[src/rtl/pc_unit_pkg.sv]
// Shared definitions for the fetch-stage program-counter unit.
// Default geometry and the action encodings chosen by the priority select.
package pc_unit_pkg;

  localparam int          PC_AW        = 8;
  localparam logic [7:0]  PC_RESET_VEC = 8'h00;
  localparam logic [7:0]  PC_INC       = 8'h01;
  localparam int          PC_RAS_DEPTH = 4;

  typedef enum logic [2:0] {
    PC_ACT_HOLD = 3'd0,
    PC_ACT_INC  = 3'd1,
    PC_ACT_BR   = 3'd2,
    PC_ACT_JMP  = 3'd3,
    PC_ACT_CALL = 3'd4,
    PC_ACT_RET  = 3'd5
  } pc_act_e;

endpackage

[src/rtl/pc_ras.sv]
// Circular return-address stack: newest entry sits below the write pointer.
// When full, a push overwrites the oldest slot; ovf/unf are sticky until reset.
module pc_ras #(
  parameter int AW    = 8,
  parameter int DEPTH = 4
) (
  input  logic          clk,
  input  logic          rst,
  input  logic          push,
  input  logic          pop,
  input  logic [AW-1:0] push_data,
  output logic [AW-1:0] top_data,
  output logic          empty,
  output logic          full,
  output logic          ovf,
  output logic          unf
);

  localparam int PW = $clog2(DEPTH);

  logic [AW-1:0] mem_q [DEPTH];
  logic [PW-1:0] ptr_q, ptr_d;
  logic [PW:0]   cnt_q, cnt_d;
  logic          ovf_q, ovf_d;
  logic          unf_q, unf_d;

  assign empty    = (cnt_q == '0);
  assign full     = (cnt_q == (PW+1)'(DEPTH));
  assign ovf      = ovf_q;
  assign unf      = unf_q;
  assign top_data = mem_q[ptr_q - PW'(1)];

  always_comb begin
    ptr_d = ptr_q;
    cnt_d = cnt_q;
    ovf_d = ovf_q;
    unf_d = unf_q;
    if (pop) begin
      if (empty) begin
        unf_d = 1'b1;
      end else begin
        ptr_d = ptr_q - PW'(1);
        cnt_d = cnt_q - (PW+1)'(1);
      end
    end else if (push) begin
      ptr_d = ptr_q + PW'(1);
      if (full) ovf_d = 1'b1;
      else      cnt_d = cnt_q + (PW+1)'(1);
    end
  end

  always_ff @(posedge clk) begin
    if (rst) begin
      ptr_q <= '0;
      cnt_q <= '0;
      ovf_q <= 1'b0;
      unf_q <= 1'b0;
    end else begin
      ptr_q <= ptr_d;
      cnt_q <= cnt_d;
      ovf_q <= ovf_d;
      unf_q <= unf_d;
    end
  end

  always_ff @(posedge clk) begin
    if (!rst && push && !pop) mem_q[ptr_q] <= push_data;
  end

endmodule

[src/rtl/pc_unit.sv]
// Fetch-stage program counter: stall, branch, jump, call and return.
// One action wins per edge; the RAS is only touched by the winning call/return.
module pc_unit
  import pc_unit_pkg::*;
#(
  parameter int            AW        = PC_AW,
  parameter logic [AW-1:0] RESET_VEC = PC_RESET_VEC,
  parameter logic [AW-1:0] INC       = PC_INC,
  parameter int            RAS_DEPTH = PC_RAS_DEPTH
) (
  input  logic          clk,
  input  logic          rst,
  input  logic          stall,
  input  logic          br_taken,
  input  logic [AW-1:0] br_offset,
  input  logic          jmp_en,
  input  logic          call_en,
  input  logic          ret_en,
  input  logic [AW-1:0] jmp_target,
  output logic [AW-1:0] pc_out,
  output logic [AW-1:0] pc_next,
  output logic          ras_empty,
  output logic          ras_full,
  output logic          ras_ovf,
  output logic          ras_unf
);

  logic [AW-1:0] pc_q, pc_d;
  logic [AW-1:0] pc_inc;
  logic [AW-1:0] ras_top;
  logic          ras_push;
  logic          ras_pop;
  pc_act_e       act;

  assign pc_inc = pc_q + INC;

  always_comb begin
    act = PC_ACT_INC;
    if (stall)         act = PC_ACT_HOLD;
    else if (ret_en)   act = ras_empty ? PC_ACT_INC : PC_ACT_RET;
    else if (call_en)  act = PC_ACT_CALL;
    else if (jmp_en)   act = PC_ACT_JMP;
    else if (br_taken) act = PC_ACT_BR;
  end

  // Pop is raised even on an empty stack so the RAS can flag underflow.
  assign ras_pop  = !stall && ret_en;
  assign ras_push = (act == PC_ACT_CALL);

  always_comb begin
    pc_d = pc_q;
    unique case (act)
      PC_ACT_HOLD: pc_d = pc_q;
      PC_ACT_INC:  pc_d = pc_inc;
      PC_ACT_BR:   pc_d = pc_q + br_offset;
      PC_ACT_JMP:  pc_d = jmp_target;
      PC_ACT_CALL: pc_d = jmp_target;
      PC_ACT_RET:  pc_d = ras_top;
      default:     pc_d = pc_q;
    endcase
  end

  always_ff @(posedge clk) begin
    if (rst) pc_q <= RESET_VEC;
    else     pc_q <= pc_d;
  end

  assign pc_out  = pc_q;
  assign pc_next = pc_d;

  pc_ras #(
    .AW    (AW),
    .DEPTH (RAS_DEPTH)
  ) u_ras (
    .clk       (clk),
    .rst       (rst),
    .push      (ras_push),
    .pop       (ras_pop),
    .push_data (pc_inc),
    .top_data  (ras_top),
    .empty     (ras_empty),
    .full      (ras_full),
    .ovf       (ras_ovf),
    .unf       (ras_unf)
  );

endmodule
[config.mk]
export PLATFORM = sky130hd
export DESIGN_NAME = pc_unit
export DESIGN_NICKNAME = d
export VERILOG_FILES = /design/src/rtl/pc_unit_pkg.sv /design/src/rtl/pc_ras.sv /design/src/rtl/pc_unit.sv
export SDC_FILE = /design/constraint.sdc
export NUM_CORES = 1
export LEC_CHECK = 0
export ABC_AREA = 0
export BUFFER_PORTS_ARGS = -buffer_cell sky130_fd_sc_hd__buf_2
export CAP_MARGIN = 25
export CORE_ASPECT_RATIO = 1.1
export CORE_MARGIN = 2
export CORE_UTILIZATION = 25
export CTS_CLUSTER_DIAMETER = 80
export CTS_CLUSTER_SIZE = 28
export DETAILED_ROUTE_END_ITERATION = 16
export HOLD_SLACK_MARGIN = 0.15
export SYNTH_ARGS = -nofsm -noshare
export SYNTH_HDL_FRONTEND = slang
export SYNTH_SLANG_ARGS = --single-unit
[constraint.sdc]
create_clock -name clk -period 4.18 [get_ports clk]
set_clock_uncertainty 0.2 [all_clocks]
set_input_delay 0.836 -clock clk [delete_from_list [all_inputs] [get_ports clk]]
set_output_delay 0.836 -clock clk [all_outputs]
set_load 0.02 [all_outputs]
==> summary.md <==
| Metric | Value |
|---|---|
| Status | finished, final reports clean |
| Clock Path Buffers | 2 |
| Clk_lat worst skew | 0.29 ns |
| Worst path arrival time | 2.69 ns |
| Final wirelength | 6.387 mm |
| Post-CTS setup buffer count | 0 |
| IO Port Bufs | 42 |
| Area growth, synth to finish | 18.59% |
| Max_slew headroom | 0.6509 |
| WHS Endpoint | u_ras.ovf$_SDFFE_PP0P_ |
| Top Ports | 43 |
| Die area | ~11000 um^2 |
| Final Util | 0.3034 |
| Slowest stage delay, CP | 0.42 ns |
| Post-synthesis register bit count | 47 |
| Hold Path Class | flip-flop to flip-flop |
| Syn nets | 265 |
| Yosys Warn Count | 0 |
| CTS Sinks | 47 |
| Setup_tns | 0 ns |
| Crit-path most repeated cell | buf_2 |
| Worst Reg-to-Reg Cells | 7 |
| Remaining Overflow, GRT | 0 |
| Vias per cell | 4.776 |
| Core area | 10390 um^2 |
| Global router's overall resource usage | 0.1125 |
| Synth Area per Inst | roughly 12 um^2 |
| Leak | between 0.001 and 0.0015 uW |
| Starting DRT DRC Count | about 150 |
| Die Wd | 102.3 um |
| Capturing point of the worst reg2reg path | pc_out[6]$_SDFF_PP0_ |
| Mapped Cells | 228 |
| Vias | 1982 |
| H-tree levels | 2 |
| Post-synth EDFFs | 32 |
| Max-slew violations | 0 |
| Worst VDD drop | around 160 uV |
| Post-Syn Area | 2659 um^2 |
| Ant. Diodes | 0 |
| CTS tree | built |
| Layout cells sized above 1 | 0.2353 |
| Post-CTS sizing | 0 |
| Initial antenna violation count | 0 |
| Crit-path cells | buf_2 -> ha_1 -> fa_1 -> a21oi_1 -> o21bai_1 -> xnor2_1 -> o221ai_1 -> or2_2 -> buf_2 |
| Seq/Total Area, Yosys | 0.4744 |
| Clk slew on worst S/H paths | 0.06 ns |
| Clock root buffer | clkbuf_16 |
| Final antenna-violating net count | 0 |
| CP Data Required Time | between 3 and 4 ns |
| Crit-path max FO | 3 |
| Tot Pwr | around 1200 uW |
| Pin count of the biggest net entering global routing | 17 |
| # DRC | 0 |
| CP endpoint kind | output port |
| Row count | 39 |
| Worst-margin pin slew | 0.5226 ns |
| Fin crit period | 3.721 ns |
| R2R Path Start | u_ras.ptr_q[1]$_SDFFE_PP0P_ |
| Worst Hold Launch | u_ras.ovf$_SDFFE_PP0P_ |
| Library cells used by synthesis | 51 |
| Startpoint types | primary input |
| RSZ-0062 raised after global routing | no |
| Hold-fix buffers, CTS | 0 |
| Filler Cell Count | 1048 |
| P per Cell Area | 378.6 nW/um^2 |
| Initial core utilization | 0.2558 |
| Final Setup Violations | 0 |
| Placed cells | between 400 and 500 |
| Number of max-cap violations | 0 |
| Post-DR wirelength/cell | ~15 um |
| Final hold violation count | 0 |
| Gp weighted congestion | 0.9142 |
| Global-route wire length before repair | about 10 mm |
| Tcrit/Tclk final | 0.8902 |
| Slowest stage cell, crit path | fa_1 |
| Vias in the first global route | 1863 |
| Final cell count without fillers | 415 |
| R2r setup slk | between 1.5 and 2 ns |
| Post-synth ARST share | 0 |
| DP HPWL | 4.771 mm |
| WHS Path Cells | 2 |
| CTS buffer count | 5 |
| Ys flop type | edfxtp_1 |
| F_max | 268.7 MHz |
| Setup CP Type | primary input to output port |
| Pre-antenna DRT Iters | 5 |
| Die height | 112.2 um |
| Nets | 308 |
==> worst max-delay path: cells and delay by family <==
kind / cells / cell delay (ns)
adders and majority gates: 2 / 0.65
AOI/OAI and AO/OA: 3 / 0.46
and+or+nand+nor: 1 / 0.32
buffers and inverters: 2 / 0.26
xor gates and xnor gates: 1 / 0.16
==> kinds of logic after synthesis <==
| logic type | synth area share |
|---|---|
| XOR/XNOR | 0.04282 |
| AND/OR/NAND/NOR | 0.1529 |
| AO/OA/AOI/OAI | 0.1435 |
| adder cells (fa/ha/maj) | 0.07153 |
| buffers and inverters | 0.03435 |
| flip-flops | 0.4744 |
| multiplexers | 0.08047 |
==> cell usage after synthesis (3+ instances only) <==
library cell   n  area, um^2
edfxtp_1      32       960.9
nor2_1        18       67.56
a21oi_1       15       75.07
dfxtp_1       15       300.3
ha_1          12       150.1
inv_1         11       41.29
xnor2_1       11       96.34
nand3_1        8       40.04
nor3_1         8       40.04
a211oi_1       7       52.55
nand2_1        7       26.28
nor2b_1        7       43.79
mux4_1         6       157.7
o21ai_0        6       30.03
and2_1         5       31.28
a31oi_1        3       18.77
and3_1         3       18.77
buf_4          3       22.52
clkbuf_1       3       11.26
o21bai_1       3       22.52
or2_2          3       18.77
==> state kept, by name, indices dropped and copies added (netlist names) <==
| register | flops |
|---|---|
| u_ras.mem_q | 32 |
| pc_out | 8 |
| u_ras.cnt_q | 3 |
| u_ras.ptr_q | 2 |
| u_ras.ovf | 1 |
| u_ras.unf | 1 |
==> how the worst max path moves through the flow <==
stage	to	start	depth (start not counted)	slack, ns
after floorplan	pc_next[6]	br_offset[0]	7	0.65
after global placement	pc_next[4]	br_offset[0]	9	0.48
after detailed placement	pc_next[4]	br_offset[0]	9	0.47
after CTS	pc_next[4]	br_offset[0]	9	0.46
after global routing	pc_next[4]	br_offset[0]	9	0.33
final	pc_next[4]	br_offset[0]	9	0.46
==> layout by cell type (no fill, tap or decap), types with 7 or more instances in the layout <==
master	netlist	routed
buf_2	1	42
edfxtp_1	32	32
nor2_1	18	18
a21oi_1	15	15
dfxtp_1	15	15
ha_1	12	12
inv_1	11	11
xnor2_1	11	11
nor3_1	8	8
nand3_1	8	8
nand2_1	7	7
a211oi_1	7	7
nor2b_1	7	7
==> cell type report <==
class | count | area, um^2 | area share
clock buffers | 5 | 125.1 | 0.03968
clock inverters | 3 | 15.01 | 0.004762
inverters | 11 | 41.29 | 0.01310
multi-input cells | 162 | 1306 | 0.4143
flip-flops and latches | 47 | 1261 | 0.4000
well taps | 143 | 178.9 | 0.05675
repair buffers | 44 | 225.2 | 0.07143
==> metrics by stage <==
step / hold WS (ns) / setup slack [ns] / cell area [um^2]
after floorplan: 0.2985 / 0.6494 / 2659
final: 0.2715 / 0.4590 / 3153
after detailed placement: 0.2576 / 0.4655 / 3013
after CTS: 0.2742 / 0.4574 / 3153
after global routing: 0.3224 / 0.3297 / 3153
after global placement: 0.2469 / 0.4810 / 3013
==> power breakdown <==
part	total [uW]	internal [uW]	leakage [uW]	switching (uW)
sequential	544	518	0.000416	25.5
clock	380	217	0.0000649	162
combinational	271	114	0.000692	156
==> metal layers <==
layer  vias up  global-route usage  wire length [um]
li1        959                   -                 -
met1       938              0.1457              2840
met2        67              0.1768              2961
met3        18             0.02864               377
met4         0             0.04889               207
met5         -                   0                 0
No activity file was read; power rests on OpenSTA's default activity.
